`config.mk`:
```
export PLATFORM = sky130hd
export DESIGN_NAME = instruction_fetch_stage_flat
export DESIGN_NICKNAME = d
export VERILOG_FILES = /design/src/rtl/instruction_fetch_stage_pkg.sv /design/src/rtl/instruction_fetch_stage_if.sv /design/src/rtl/instruction_fetch_stage_skid_buffer.sv /design/src/rtl/instruction_fetch_stage.sv /design/src/flat_wrapper.sv
export SDC_FILE = /design/constraint.sdc
export NUM_CORES = 1
export LEC_CHECK = 0
export ABC_AREA = 1
export ABC_CLOCK_PERIOD_IN_PS = 2220
export BUFFER_PORTS_ARGS = -buffer_cell sky130_fd_sc_hd__buf_2
export CAP_MARGIN = 20
export CORE_MARGIN = 10
export CORE_UTILIZATION = 50
export DETAILED_ROUTE_END_ITERATION = 16
export PLACE_DENSITY = 0.72
export SLEW_MARGIN = 20
export SYNTH_ARGS = -nofsm -noshare
export SYNTH_HDL_FRONTEND = slang
export SYNTH_HIERARCHICAL = 1
export SYNTH_SLANG_ARGS = --single-unit
export TNS_END_PERCENT = 30
```
`constraint.sdc`:
```
create_clock -name clk -period 2.22 [get_ports clk]
set_input_delay 0.333 -clock clk [delete_from_list [all_inputs] [get_ports clk]]
set_output_delay 0.333 -clock clk [all_outputs]
set_load 0.1 [all_outputs]
```
`src/rtl/instruction_fetch_stage_pkg.sv`:
```
// instruction_fetch_stage_pkg: shared word type, reset/bubble defaults and branch/jump target helpers
package instruction_fetch_stage_pkg;
    localparam int unsigned XLEN = 32;
    typedef logic [XLEN-1:0] word_t;
    localparam word_t NOP_INSTR_DEF = 32'h0000_0000;
    localparam word_t RESET_PC_DEF  = 32'h0000_0000;
    // Word offset, sign-extended and scaled to bytes, relative to the ID-stage PC+4
    function automatic word_t branch_target(input word_t pc4, input logic [15:0] imm);
        return pc4 + {{14{imm[15]}}, imm, 2'b00};
    endfunction
    // Pseudo-direct: keeps the 256 MiB region of the ID-stage PC+4
    function automatic word_t jump_target(input word_t pc4, input logic [25:0] idx);
        return {pc4[31:28], idx, 2'b00};
    endfunction
endpackage

```
`src/rtl/instruction_fetch_stage_if.sv`:
```
// instruction_fetch_stage_if: instruction ROM bus plus IF/ID register outputs
//   imem_addr      fetch -> ROM, byte address of the word issued this cycle
//   imem_rdata     ROM -> fetch, word for the address presented the previous cycle
//   ifid_instr     fetched instruction handed to decode
//   ifid_pc_plus4  PC+4 of ifid_instr
//   ifid_valid     ifid_instr is a real instruction (0 = bubble)
interface instruction_fetch_stage_if;
    import instruction_fetch_stage_pkg::*;
    word_t imem_addr;
    word_t imem_rdata;
    word_t ifid_instr;
    word_t ifid_pc_plus4;
    logic  ifid_valid;
    modport master (output imem_addr, ifid_instr, ifid_pc_plus4, ifid_valid, input imem_rdata);
    modport slave  (input imem_addr, ifid_instr, ifid_pc_plus4, ifid_valid, output imem_rdata);
endinterface

```
`src/rtl/instruction_fetch_stage_skid_buffer.sv`:
```
// instruction_fetch_stage_skid_buffer: keeps the ROM word that arrives during a stall and selects the source word
//   clk, rst_n         clock, async active-low reset
//   i_redirect         squash any held word
//   i_stall            decode is holding; capture the in-flight ROM word
//   i_inflight_valid   imem_rdata carries a real word this cycle
//   i_rdata            ROM read data
//   o_src, o_src_valid source word for the IF/ID register and its validity
module instruction_fetch_stage_skid_buffer
    import instruction_fetch_stage_pkg::*;
(
    input  logic  clk,
    input  logic  rst_n,
    input  logic  i_redirect,
    input  logic  i_stall,
    input  logic  i_inflight_valid,
    input  word_t i_rdata,
    output word_t o_src,
    output logic  o_src_valid
);
    logic  r_hold_valid;
    word_t r_hold_instr;
    // The synchronous ROM only presents a word for one cycle, so a stalled word must be parked here
    always_ff @(posedge clk or negedge rst_n) begin
        if (!rst_n) begin
            r_hold_valid <= 1'b0;
            r_hold_instr <= '0;
        end else if (i_redirect) begin
            r_hold_valid <= 1'b0;
        end else if (i_stall) begin
            if (i_inflight_valid && !r_hold_valid) begin
                r_hold_instr <= i_rdata;
                r_hold_valid <= 1'b1;
            end
        end else begin
            r_hold_valid <= 1'b0;
        end
    end
    assign o_src       = r_hold_valid ? r_hold_instr : i_rdata;
    assign o_src_valid = r_hold_valid | i_inflight_valid;
endmodule

```
`src/rtl/instruction_fetch_stage.sv`:
```
// instruction_fetch_stage: PC, synchronous-ROM fetch and IF/ID register with stall and branch/jump redirect
//   clk, rst_n      clock, async active-low reset
//   i_stall         hold PC and IF/ID this cycle
//   i_branch_taken  branch in ID taken, offset i_branch_imm (words)
//   i_jump          jump in ID to i_jump_index; wins over a coincident branch
//   bus             ROM address/data and IF/ID outputs
module instruction_fetch_stage
    import instruction_fetch_stage_pkg::*;
#(
    parameter word_t RESET_PC  = RESET_PC_DEF,
    parameter word_t NOP_INSTR = NOP_INSTR_DEF
) (
    input  logic        clk,
    input  logic        rst_n,
    input  logic        i_stall,
    input  logic        i_branch_taken,
    input  logic [15:0] i_branch_imm,
    input  logic        i_jump,
    input  logic [25:0] i_jump_index,
    instruction_fetch_stage_if.master bus
);
    word_t r_pc, r_inflight_pc, r_ifid_instr, r_ifid_pc4;
    logic  r_inflight_valid, r_ifid_valid;
    word_t w_src, w_target;
    logic  w_src_valid, w_redirect;
    assign w_redirect = i_jump | i_branch_taken;
    assign w_target   = i_jump ? jump_target(r_ifid_pc4, i_jump_index) : branch_target(r_ifid_pc4, i_branch_imm);
    instruction_fetch_stage_skid_buffer u_skid (
        .clk              (clk),
        .rst_n            (rst_n),
        .i_redirect       (w_redirect),
        .i_stall          (i_stall),
        .i_inflight_valid (r_inflight_valid),
        .i_rdata          (bus.imem_rdata),
        .o_src            (w_src),
        .o_src_valid      (w_src_valid)
    );
    always_ff @(posedge clk or negedge rst_n) begin
        if (!rst_n) begin
            r_pc             <= RESET_PC;
            r_inflight_pc    <= '0;
            r_inflight_valid <= 1'b0;
            r_ifid_instr     <= NOP_INSTR;
            r_ifid_pc4       <= '0;
            r_ifid_valid     <= 1'b0;
        end else if (w_redirect) begin
            r_pc             <= w_target;
            r_inflight_valid <= 1'b0;
            r_ifid_instr     <= NOP_INSTR;
            r_ifid_valid     <= 1'b0;
        end else if (i_stall) begin
            // The word in flight is now parked in the skid buffer; the PC re-issues after release
            r_inflight_valid <= 1'b0;
        end else begin
            r_ifid_instr     <= w_src_valid ? w_src : NOP_INSTR;
            r_ifid_valid     <= w_src_valid;
            r_ifid_pc4       <= r_inflight_pc + 32'd4;
            r_inflight_pc    <= r_pc;
            r_inflight_valid <= 1'b1;
            r_pc             <= r_pc + 32'd4;
        end
    end
    assign bus.imem_addr     = r_pc;
    assign bus.ifid_instr    = r_ifid_instr;
    assign bus.ifid_pc_plus4 = r_ifid_pc4;
    assign bus.ifid_valid    = r_ifid_valid;
endmodule
```
`src/flat_wrapper.sv`:
```
// flat-port wrapper written by rule: the top's interface ports become plain ports
module instruction_fetch_stage_flat import instruction_fetch_stage_pkg::*;
#(
    parameter word_t RESET_PC  = RESET_PC_DEF,
    parameter word_t NOP_INSTR = NOP_INSTR_DEF
)
  (clk, rst_n, i_stall, i_branch_taken, i_branch_imm, i_jump, i_jump_index, bus_imem_addr, bus_ifid_instr, bus_ifid_pc_plus4, bus_ifid_valid, bus_imem_rdata);
  instruction_fetch_stage_if bus_i ();
  input  logic clk;
  input  logic rst_n;
  input  logic i_stall;
  input  logic i_branch_taken;
  input  logic [15:0] i_branch_imm;
  input  logic i_jump;
  input  logic [25:0] i_jump_index;
  output wire logic [$bits(bus_i.imem_addr)-1:0] bus_imem_addr;
  output wire logic [$bits(bus_i.ifid_instr)-1:0] bus_ifid_instr;
  output wire logic [$bits(bus_i.ifid_pc_plus4)-1:0] bus_ifid_pc_plus4;
  output wire logic [$bits(bus_i.ifid_valid)-1:0] bus_ifid_valid;
  input wire logic [$bits(bus_i.imem_rdata)-1:0] bus_imem_rdata;
  assign bus_imem_addr = bus_i.imem_addr;
  assign bus_ifid_instr = bus_i.ifid_instr;
  assign bus_ifid_pc_plus4 = bus_i.ifid_pc_plus4;
  assign bus_ifid_valid = bus_i.ifid_valid;
  assign bus_i.imem_rdata = bus_imem_rdata;
  instruction_fetch_stage #(.RESET_PC(RESET_PC), .NOP_INSTR(NOP_INSTR)) u_core (.clk(clk), .rst_n(rst_n), .i_stall(i_stall), .i_branch_taken(i_branch_taken), .i_branch_imm(i_branch_imm), .i_jump(i_jump), .i_jump_index(i_jump_index), .bus(bus_i));
endmodule
```
==> run_results.csv <==
group,metric,value,unit
synthesis,yosys-top-cells-area,"dfrtp_1 (39%), nand2_1 (19%), inv_1 (5.5%)",
cts,cts_max_level,4,
placement,routabilityCongestion,1.009,
floorplanning,fp.coreArea,20890,um2
cts,cts_tree,"built",
finish,area_growth,22.58,%
sta,layout_setup_ws,55.72,ps
floorplanning,die_x,165.3,um
power,vdd_ir_drop_max,0.0005845,V
sta,period_minus_slack,2164,ps
cts,cts_buffers,17,
critical_path,cp.required,2570,ps
global_route,grt_pass1_wl,58000,um
global_route,overflow,0,
cts,cts.sinks,163,
synthesis,syn_avg_cell_area,7.037,um2
floorplanning,fp.dieH,165.3,um
placement,dpl_cell_area,12130,um2
synthesis,yosysMostFrequentCell,"nand2_1",
finish,final_util,0.6194,
synthesis,seq_area_frac_synth,0.3864,
floorplanning,dieArea,27320,um2
critical_path,crit_slowest_cell,"dfrtp_2",
drt,drc_errors,0,
placement,port_buffers,175,
floorplanning,ios,176,
sta,final-setup-viol-count,0,
drt,drt-wirelength-per-cell,18.82,um
power,p_int,6.907,mW
sta,fin_worst_skew,10.28,ps
critical_path,crit_top_cell,"nand2_1",
critical_path,cp_max_fo,5,
critical_path,critPathMaxStageDelay,420,ps
sta,rsz0062_at_grt,"yes",
drt,wl_met2,17940,um
finish,seqCellArea,4109,um2
cts,cts.reportedPaths.clkPinSlew,70,ps
drt,ant_nets,0,
sta,finalSetupTns,0,ps
critical_path,critPathArrivalTime,2520,ps
synthesis,yosysWarnings,6,
synthesis,synth_top_area_share,0.3864,
placement,hpwl,28690,um
synthesis,synth-edff-count,0,
synthesis,post-synth-top-area-cell,"dfrtp_1",
job,cap_viol_max_count,0,
critical_path,crit_type,"reg -> reg",
placement,place_ws,-107.5,ps
sta,finalMaxSlewViolations,0,
worst_hold_path,hp-class,"in -> reg",
floorplanning,initial_core_util,0.5053,
synthesis,syn-num-nets,1611,
sta,worst_pin_slew,642.7,ps
sta,fmaxAchievable,0.4620,GHz
power,power.leakage,6.780,nW
synthesis,yosysUniqueCellTypes,49,
drt,top_layer_used,"met5",
power,netSwitchingFraction,0.4692,
drt,wl_met3,3024,um
drt,routed_wl,37560,um
finish,diodes,0,
power,comb_power_share,0.426,
drt,vias,11060,
cts,insertion_delay,430,ps
synthesis,ys_top_cells_by_count,"nand2_1 (534), dfrtp_1 (163), inv_1 (155), nor2_1 (119), nand3_1 (97)",
cts,clk_path_buf_depth,2,
power,pwr-share-clk,0.263,
sta,relSlewSlack,0.5715,
critical_path,worstPathCellList,"ha_1, nand2_1, inv_1, nand2_1, nor3_1, buf_4, nand3_1, nand3_1, nand2_1, nand3_1, nand2_1, a21oi_1",
global_route,antenna_found_initial,2,
global_route,grt_max_degree,61,
drt,avgViaCountPerCell,5.542,
power,power.density_cell_area,1006,nW/um2
finish,nFillCells,1988,
critical_path,start_kind,"register",
finish,nets,1819,
power,total_power,13.01,mW
global_route,grt_usage,0.2726,
power,seqPwrFrac,0.311,
floorplanning,fp-row-count,53,
cts,cts_root_buf,"clkbuf_16",
drt,drt_pass1_iterations,6,
synthesis,synth-seq-cells,163,
power,switchingPower,6.105,mW
finish,drive_above_1_share,0.2069,
synthesis,synthCells,1500,
sta,hold_violations,0,
synthesis,synth_ff_type,"dfrtp_1",
outcome,outcome,"finished clean",
synthesis,mappedNetlistArea,10560,um2
finish,final_area,12940,um2
finish,multi_input_area,5722,um2
drt,first_iter_violations,995,
critical_path,end_kind,"register",
sta,fin_crit_sh,0.9749,
synthesis,ys_async_sr_fraction,1.000,
drt,wl_met1,15130,um
global_route,grt_pass1_vias,10770,
-- cell type report --
type	count	area share
sequential	163	0.3176
inverter	161	0.04671
clock inverter	15	0.01847
multi-input combinational	1122	0.4422
tap	275	0.02659
timing repair buffer	243	0.1156
clock buffer	17	0.03288
-- stage by stage --
stage | instances | hold slack, ps
6_report | 1996 | 142.5
5_1_grt | 1996 | 147.7
4_1_cts | 1995 | 130.7
3_5_place_dp | 1962 | 372.2
3_3_place_gp | 1962 | 369.5
2_1_floorplan | 1500 | 37.41
-- final timing paths --
kind	startpoint	to	slack, ps	cells after the start
setup / recovery	u_core/bus.ifid_pc_plus4[19]$_DFFE_PN0P_	u_core/bus.imem_addr[24]$_DFFE_PN0N_	60	12
max in group asynchronous	rst_n	u_core/r_inflight_pc[24]$_DFFE_PN0P_	1100	3
min in group asynchronous	rst_n	u_core/u_skid/r_hold_valid$_DFFE_PN0P_	460	2
hold / removal	bus_imem_rdata[14]	u_core/u_skid/r_hold_instr[14]$_DFFE_PN0P_	140	3
setup reg to reg	u_core/bus.ifid_pc_plus4[19]$_DFFE_PN0P_	u_core/bus.imem_addr[24]$_DFFE_PN0N_	60	12
hold reg to reg	u_core/u_skid/r_hold_instr[24]$_DFFE_PN0P_	u_core/u_skid/r_hold_instr[24]$_DFFE_PN0P_	470	2
-- worst max-delay path: cells and delay by family, from the launching register on --
kind | cells | cell delay (ps)
AND/OR/NAND/NOR | 8 | 940
flip-flops | 1 | 420
adder cells (fa/ha/maj) | 1 | 360
buffers and inverters | 2 | 250
AO/OA/AOI/OAI | 1 | 130
-- layout by cell type (no fill, tap or decap), types with 6 or more instances in the layout --
master,instances
a31oi_1,9
xnor2_1,8
o21ai_0,78
nor3_1,27
nand3_2,9
a32o_1,32
inv_1,155
nor2_1,116
buf_12,8
nand4_1,21
nand3_1,88
nand2_2,13
nand2_1,523
ha_1,27
inv_6,6
a21oi_1,63
o21ai_1,11
dfrtp_1,141
dfrtp_2,21
buf_4,59
clkbuf_16,17
buf_2,174
nor2_4,6
xor2_1,28
-- routing by layer --
metal / global-route usage / vias up
li1: - / 5298
met1: 0.3362 / 5175
met2: 0.4556 / 487
met3: 0.05801 / 97
met4: 0.1113 / 4
met5: 0 / -
-- logic make-up after synthesis --
family	count (synthesis)	synth area share
AOI/OAI and AO/OA	219	0.1259
xor gates and xnor gates	36	0.02987
adders and majority gates	32	0.03864
buffers and inverters	215	0.08452
DFF	163	0.3864
and+or+nand+nor	835	0.3346
-- power by group through the flow --
stage          combinational, mW  clock [mW]  sequential, mW
2_1_floorplan               2.03           0            5.84
6_report                    5.55        3.42            4.04
5_1_grt                     5.96        3.60            4.12
4_1_cts                     5.42        3.45            4.03
3_3_place_gp                5.33           0            4.07
3_5_place_dp                5.38           0            4.08
-- sequential cells by signal, summed over array words and instances (netlist names) --
signal                      flops
u_core/bus.imem_addr           32
u_core/r_inflight_pc           32
u_core/u_skid/r_hold_valid      1
u_core/bus.ifid_valid           1
u_core/bus.ifid_pc_plus4       32
u_core/u_skid/r_hold_instr     32
u_core/r_inflight_valid         1
u_core/bus.ifid_instr          32
-- timing repair --
item                                   4_1_cts  5_1_grt
pin swaps                                    2        3
resized for setup                            5       33
setup buffers                                0        1
setup endpoints to repair                    8       19
endpoints found under the hold margin       54        0
hold buffers                                 1        0
Note: power is estimated with default switching activity, not from simulation.
